[config.mk]
export PLATFORM = sky130hd
export DESIGN_NAME = traffic_phase_scheduler_flat
export DESIGN_NICKNAME = d
export VERILOG_FILES = /design/src/rtl/traffic_phase_scheduler_if.sv /design/src/rtl/traffic_phase_scheduler.sv /design/src/flat_wrapper.sv
export SDC_FILE = /design/constraint.sdc
export NUM_CORES = 1
export LEC_CHECK = 0
export BUFFER_PORTS_ARGS = -buffer_cell sky130_fd_sc_hd__buf_4
export CAP_MARGIN = 0
export CORE_MARGIN = 4
export CORE_UTILIZATION = 45
export DETAILED_ROUTE_END_ITERATION = 16
export PLACE_DENSITY = 0.78
export SLEW_MARGIN = 5
export SYNTH_ARGS = -nofsm -noshare
export SYNTH_HDL_FRONTEND = slang
export SYNTH_SLANG_ARGS = --single-unit
export TNS_END_PERCENT = 100
[constraint.sdc]
create_clock -name fast_clock -period 2.8 [get_ports fast_clock]
set_input_delay 0.28 -clock fast_clock [delete_from_list [all_inputs] [get_ports fast_clock]]
set_output_delay 0.28 -clock fast_clock [all_outputs]
set_load 0.02 [all_outputs]
[src/rtl/traffic_phase_scheduler_if.sv]
// Signal bundle between the phase scheduler and its environment.
// The master drives the requests and the time base; the slave (the scheduler) drives the lamps.
interface traffic_phase_scheduler_if;
  logic       tick;
  logic       walk_button;
  logic       side_sensor;
  logic       preempt;
  logic [2:0] main;
  logic [2:0] side;
  logic       walk_light;
  logic       walk_pending;
  logic       side_pending;
  logic [2:0] phase;

  modport master (
    output tick, walk_button, side_sensor, preempt,
    input  main, side, walk_light, walk_pending, side_pending, phase
  );

  modport slave (
    input  tick, walk_button, side_sensor, preempt,
    output main, side, walk_light, walk_pending, side_pending, phase
  );
endinterface

[src/rtl/traffic_phase_scheduler.sv]
// Intersection phase scheduler: shares right-of-way between main street (default),
// a side-street sensor and a pedestrian button, with emergency preempt back to main green.
// All timing is counted in single-cycle tick enables.
module traffic_phase_scheduler #(
  parameter int unsigned MIN_GREEN_MAIN = 12,
  parameter int unsigned YELLOW         = 2,
  parameter int unsigned ALL_RED        = 1,
  parameter int unsigned SIDE_GREEN     = 6,
  parameter int unsigned WALK           = 4,
  parameter int unsigned TW             = 5
) (
  input  logic                        fast_clock,
  input  logic                        reset,
  traffic_phase_scheduler_if.slave    bus
);

  typedef enum logic [2:0] {
    S_MAIN_G  = 3'd0,
    S_MAIN_Y  = 3'd1,
    S_ALL_RED = 3'd2,
    S_SIDE_G  = 3'd3,
    S_SIDE_Y  = 3'd4,
    S_WALK    = 3'd5
  } state_t;

  // Last tick index of each timed phase ("after N ticks" fires when timer = N-1).
  localparam logic [TW-1:0] LP_MG_LAST = TW'(MIN_GREEN_MAIN - 1);
  localparam logic [TW-1:0] LP_Y_LAST  = TW'(YELLOW - 1);
  localparam logic [TW-1:0] LP_AR_LAST = TW'(ALL_RED - 1);
  localparam logic [TW-1:0] LP_SG_LAST = TW'(SIDE_GREEN - 1);
  localparam logic [TW-1:0] LP_W_LAST  = TW'(WALK - 1);

  state_t        r_state;
  logic [TW-1:0] r_timer;
  logic          r_walk_pending;
  logic          r_side_pending;
  logic          r_last_walk;     // 1 = walk served last, 0 = side served last
  logic [2:0]    r_main;
  logic [2:0]    r_side;
  logic          r_walk_light;

  state_t        w_next;
  logic [TW-1:0] w_timer_next;
  logic          w_grant_walk;
  logic          w_grant_side;
  logic          w_walk_pending_next;
  logic          w_side_pending_next;
  logic          w_last_walk_next;
  logic [2:0]    w_main;
  logic [2:0]    w_side;
  logic          w_walk_light;

  // Next-state selection and grant arbitration out of ALL_RED.
  always_comb begin
    w_next       = r_state;
    w_grant_walk = 1'b0;
    w_grant_side = 1'b0;
    case (r_state)
      S_MAIN_G: begin
        if (bus.tick && (r_timer >= LP_MG_LAST) &&
            (r_walk_pending || r_side_pending) && !bus.preempt)
          w_next = S_MAIN_Y;
      end
      S_MAIN_Y: begin
        if (bus.tick && (r_timer == LP_Y_LAST)) w_next = S_ALL_RED;
      end
      S_SIDE_Y: begin
        if (bus.tick && (r_timer == LP_Y_LAST)) w_next = S_ALL_RED;
      end
      S_SIDE_G: begin
        if (bus.preempt || (bus.tick && (r_timer == LP_SG_LAST))) w_next = S_SIDE_Y;
      end
      S_WALK: begin
        if (bus.preempt || (bus.tick && (r_timer == LP_W_LAST))) w_next = S_ALL_RED;
      end
      S_ALL_RED: begin
        if (bus.tick && (r_timer == LP_AR_LAST)) begin
          if (bus.preempt) begin
            w_next = S_MAIN_G;
          end else if (r_walk_pending && r_side_pending) begin
            if (r_last_walk) w_grant_side = 1'b1;
            else             w_grant_walk = 1'b1;
          end else if (r_walk_pending) begin
            w_grant_walk = 1'b1;
          end else if (r_side_pending) begin
            w_grant_side = 1'b1;
          end else begin
            w_next = S_MAIN_G;
          end
          if (w_grant_walk) w_next = S_WALK;
          if (w_grant_side) w_next = S_SIDE_G;
        end
      end
      default: w_next = S_MAIN_G;
    endcase
  end

  // Timer, request latches and last-served bookkeeping for the next edge.
  always_comb begin
    w_timer_next = r_timer;
    if (w_next != r_state) begin
      w_timer_next = '0;
    end else if (bus.tick) begin
      if ((r_state == S_MAIN_G) && (r_timer >= LP_MG_LAST)) w_timer_next = LP_MG_LAST;
      else                                                   w_timer_next = r_timer + 1'b1;
    end

    // A grant on the same edge as a new request clears the flag.
    w_walk_pending_next = (r_walk_pending || (bus.walk_button && (r_state != S_WALK)))
                          && !w_grant_walk;
    w_side_pending_next = (r_side_pending || (bus.side_sensor &&
                           (r_state != S_SIDE_G) && (r_state != S_SIDE_Y)))
                          && !w_grant_side;

    w_last_walk_next = r_last_walk;
    if (w_grant_walk) w_last_walk_next = 1'b1;
    if (w_grant_side) w_last_walk_next = 1'b0;
  end

  // Lamp decode from the next state so lamps change on the same edge as phase.
  always_comb begin
    w_main       = 3'b001;
    w_side       = 3'b001;
    w_walk_light = 1'b0;
    case (w_next)
      S_MAIN_G: w_main = 3'b100;
      S_MAIN_Y: w_main = 3'b010;
      S_SIDE_G: w_side = 3'b100;
      S_SIDE_Y: w_side = 3'b010;
      S_WALK:   w_walk_light = 1'b1;
      default:  ;
    endcase
  end

  // State, timer, request flags and registered lamp outputs.
  always_ff @(posedge fast_clock) begin
    if (!reset) begin
      r_state        <= S_MAIN_G;
      r_timer        <= '0;
      r_walk_pending <= 1'b0;
      r_side_pending <= 1'b0;
      r_last_walk    <= 1'b0;
      r_main         <= 3'b100;
      r_side         <= 3'b001;
      r_walk_light   <= 1'b0;
    end else begin
      r_state        <= w_next;
      r_timer        <= w_timer_next;
      r_walk_pending <= w_walk_pending_next;
      r_side_pending <= w_side_pending_next;
      r_last_walk    <= w_last_walk_next;
      r_main         <= w_main;
      r_side         <= w_side;
      r_walk_light   <= w_walk_light;
    end
  end

  assign bus.phase        = r_state;
  assign bus.main         = r_main;
  assign bus.side         = r_side;
  assign bus.walk_light   = r_walk_light;
  assign bus.walk_pending = r_walk_pending;
  assign bus.side_pending = r_side_pending;

endmodule

[src/flat_wrapper.sv]
// flat-port wrapper written by rule: the top's interface ports become plain ports
module traffic_phase_scheduler_flat 
#(
  parameter int unsigned MIN_GREEN_MAIN = 12,
  parameter int unsigned YELLOW         = 2,
  parameter int unsigned ALL_RED        = 1,
  parameter int unsigned SIDE_GREEN     = 6,
  parameter int unsigned WALK           = 4,
  parameter int unsigned TW             = 5
)
  (fast_clock, reset, bus_tick, bus_walk_button, bus_side_sensor, bus_preempt, bus_main, bus_side, bus_walk_light, bus_walk_pending, bus_side_pending, bus_phase);
  traffic_phase_scheduler_if bus_i ();
  input  logic fast_clock;
  input  logic reset;
  input wire logic [$bits(bus_i.tick)-1:0] bus_tick;
  input wire logic [$bits(bus_i.walk_button)-1:0] bus_walk_button;
  input wire logic [$bits(bus_i.side_sensor)-1:0] bus_side_sensor;
  input wire logic [$bits(bus_i.preempt)-1:0] bus_preempt;
  output wire logic [$bits(bus_i.main)-1:0] bus_main;
  output wire logic [$bits(bus_i.side)-1:0] bus_side;
  output wire logic [$bits(bus_i.walk_light)-1:0] bus_walk_light;
  output wire logic [$bits(bus_i.walk_pending)-1:0] bus_walk_pending;
  output wire logic [$bits(bus_i.side_pending)-1:0] bus_side_pending;
  output wire logic [$bits(bus_i.phase)-1:0] bus_phase;
  assign bus_i.tick = bus_tick;
  assign bus_i.walk_button = bus_walk_button;
  assign bus_i.side_sensor = bus_side_sensor;
  assign bus_i.preempt = bus_preempt;
  assign bus_main = bus_i.main;
  assign bus_side = bus_i.side;
  assign bus_walk_light = bus_i.walk_light;
  assign bus_walk_pending = bus_i.walk_pending;
  assign bus_side_pending = bus_i.side_pending;
  assign bus_phase = bus_i.phase;
  traffic_phase_scheduler #(.MIN_GREEN_MAIN(MIN_GREEN_MAIN), .YELLOW(YELLOW), .ALL_RED(ALL_RED), .SIDE_GREEN(SIDE_GREEN), .WALK(WALK), .TW(TW)) u_core (.fast_clock(fast_clock), .reset(reset), .bus(bus_i));
endmodule
==> results.sh <==
export IMPL_ir_drop_v=0.000334
export IMPL_vias=964
export IMPL_final_nets=145
export IMPL_antenna_found_initial=0
export IMPL_synthCells=120
export IMPL_drive_above_1_share=0.252
export IMPL_ys_warn_count=0
export IMPL_dr_first_iter_drc_count=18
export IMPL_met3_length_um=118
export IMPL_r2r_start="u_core.bus.phase[2]"
export IMPL_io_pins=18
export IMPL_p_leak_nw=0.486
export IMPL_ys_flop_type="dfxtp_1"
export IMPL_start_util=0.476
export IMPL_clk_pin_slew_ps=100
export IMPL_seq_area_um2=360
export IMPL_max_slew_margin_rel=0.634
export IMPL_place_congestion=0.880
export IMPL_cts_setup_buffers=0
export IMPL_max_freq_ghz=0.457
export IMPL_critPathBufInv=0
export IMPL_setup_viol=0
export IMPL_synth_most_common_cell="dfxtp_1"
export IMPL_rows=17
export IMPL_startpoint="u_core.bus.phase[2]"
export IMPL_final_util=0.551
export IMPL_critPathTopFamily="simple AND/OR/NAND/NOR gates"
export IMPL_cts_sinks=18
export IMPL_syn_nets=129
export IMPL_critical_path_max_stage_delay_ps=530
export IMPL_firstDrtPassIters=5
export IMPL_worstPathRequired_ps=2990
export IMPL_synth_common_cells="dfxtp_1 (18), nor2_1 (14), inv_1 (7)"
export IMPL_top_layer_used="met4"
export IMPL_crit_chain="or4b_4 > or3_1 > a211oi_4 > o21ai_2 > a2bb2oi_1"
export IMPL_cp_arrival_ps=2380
export IMPL_synth_seq_cells=18
export IMPL_fillCellCount=213
export IMPL_synth_seq_area_share=0.342
export IMPL_min_period_ps=2190
export IMPL_avgSynthCellArea_um2=8.78
export IMPL_chipHeight_um=56.4
export IMPL_final_hold_violation_count=0
export IMPL_async_reset_ff_frac=0
export IMPL_setup_tns_ps=0
export IMPL_design_die_area_mm2=0.00318
export IMPL_viasPerCell=5.91
export IMPL_grt_max_degree=18
export IMPL_startpoint_type="flop"
export IMPL_ctsHoldBuffers=0
export IMPL_crit_path_end="u_core.bus.side[0]"
export IMPL_grt_pass1_vias=897
export IMPL_slew_viol_final=0
export IMPL_portBuffers=17
export IMPL_cp_depth=5
export IMPL_htreeDepth=1
export IMPL_total_power_w=0.000494
export IMPL_drv_cap=0
export IMPL_grt_overflow_total=0
export IMPL_cts_max_path_buffers=2
export IMPL_cp_end_kind="flop"
export IMPL_synth_edf_count=0
export IMPL_cts_tree="built"
export IMPL_place_hpwl_mm=1.82
export IMPL_r2r_cells=5
export IMPL_p_per_area_mw_per_mm2=405
export IMPL_cp_slowest_cell="or4b_4"
export IMPL_synth_largest_area_cell="dfxtp_1"
export IMPL_synth_area_mm2=0.00105
export IMPL_timing_final_crit_share=0.781
export IMPL_status="complete, no violations"
export IMPL_timing_reg2reg_setup_slack_ps=610
export IMPL_die_w_um=56.4
export IMPL_ant_nets=0
export IMPL_r2r_end="u_core.bus.side[0]"
export IMPL_grt_use_total=0.156
export IMPL_cts_buffers=3
export IMPL_coreArea_mm2=0.00221
export IMPL_n_antenna_cell=0
export IMPL_clock_latency_ps=300
export IMPL_postCtsResizedCells=0
export IMPL_wl_met2_mm=1.16
export IMPL_hold_class="primary input to flop"
export IMPL_drcViolationCount=0
export IMPL_cp_max_fo=12
export IMPL_avgRoutedWirePerCell_um=14.8
export IMPL_area_growth_pct=15.8
export IMPL_drt_met1_wl_mm=1.10
export IMPL_finalClockSkew_ps=2.40
export IMPL_ys_top_cells_by_area="dfxtp_1 (34%), nor2_1 (5.0%), ha_1 (3.6%), xnor2_1 (3.3%), a21oi_1 (2.9%)"
export IMPL_multi_input_area_um2=619
export IMPL_cts_root_buf="clkbuf_4"
export IMPL_grt_pass1_wl_mm=4.06
export IMPL_drt_total_wl_mm=2.42
export IMPL_synth_top_cell_area_share=0.342
export IMPL_synth_cell_types=45
export IMPL_critical_path_class="flop to flop"
export IMPL_rsz0062_at_grt="no"
export IMPL_worst_slew_pin_transition_ps=541
kinds of logic after synthesis:
kind of cell / synth area share
xor gates and xnor gates: 0.0416
and+or+nand+nor: 0.209
buffers and inverters: 0.0701
adders and majority gates: 0.0356
DFF: 0.342
AOI/OAI and AO/OA: 0.292
muxes: 0.00950
worst min-delay path: stages:
cell     delay [ps]
buf_4            80
a21oi_1          50
nor2_1           70
state kept, by name, indices dropped and copies added, names as in the netlist:
name and count:
u_core.bus.phase 3, u_core.bus.side_pending 1, u_core.bus.walk_pending 1, u_core.r_last_walk 1, u_core.bus.main 3, u_core.r_timer 5, u_core.bus.side 3, u_core.bus.walk_light 1
placed cells by master (no fill, tap or decap), drive strengths merged, types with 2 or more instances in the layout:
| cell | Yosys | routed |
|---|---|---|
| nand2 | 5 | 5 |
| xnor2 | 4 | 4 |
| nor2b | 2 | 2 |
| buf | 4 | 19 |
| dfxtp | 18 | 18 |
| a31o | 2 | 2 |
| o21a | 2 | 2 |
| a21oi | 6 | 6 |
| ha | 3 | 3 |
| a211oi | 3 | 3 |
| o21ai | 7 | 7 |
| nand2b | 4 | 4 |
| nor3 | 2 | 2 |
| a31oi | 3 | 3 |
| nand4 | 4 | 4 |
| clkbuf | 4 | 4 |
| a2111oi | 2 | 2 |
| nor2 | 14 | 14 |
| or4b | 2 | 2 |
| a211o | 3 | 3 |
| inv | 7 | 7 |
worst min path at each step:
stage                                   from  slack, ps                 endpoint  depth (start not counted)
after CTS                    bus_side_sensor        210  u_core.bus.side_pending                          3
after global routing                   reset        220       u_core.bus.main[2]                          2
after floorplan                        reset        350       u_core.bus.main[2]                          1
final                        bus_side_sensor        210  u_core.bus.side_pending                          3
after detailed placement  u_core.r_last_walk        480       u_core.r_last_walk                          2
after global placement    u_core.r_last_walk        470       u_core.r_last_walk                          2
metal layers:
metal,vias up,track usage
li1,466,-
met1,454,0.208
met2,36,0.250
met3,8,0.0207
met4,0,0.0678
met5,-,0
report_power, final:
| group | leakage [nW] | internal, W | switching, W |
|---|---|---|---|
| sequential | 0.146 | 0.000261 | 0.00000793 |
| clock | 0.0210 | 0.0000793 | 0.0000812 |
| combinational | 0.319 | 0.0000285 | 0.0000357 |
| total | 0.486 | 0.000369 | 0.000125 |
per-stage QoR:
| step | setup slack [ps] | area [µm²] | std cells | hold WS, ps |
|---|---|---|---|---|
| floorplan | 696 | 1050 | 120 | 346 |
| global placement | 703 | 1180 | 159 | 473 |
| detailed placement | 646 | 1180 | 159 | 483 |
| CTS | 630 | 1220 | 163 | 214 |
| global route | 550 | 1220 | 163 | 220 |
| finish | 614 | 1220 | 163 | 209 |
layout make-up:
cell class	count	area share
clock buffers	4	0.0297
flip-flops and latches	18	0.295
repair buffers	19	0.117
inverters	7	0.0215
multi-input cells	87	0.508
well taps	28	0.0287
Power figures use the tool's default switching activity.
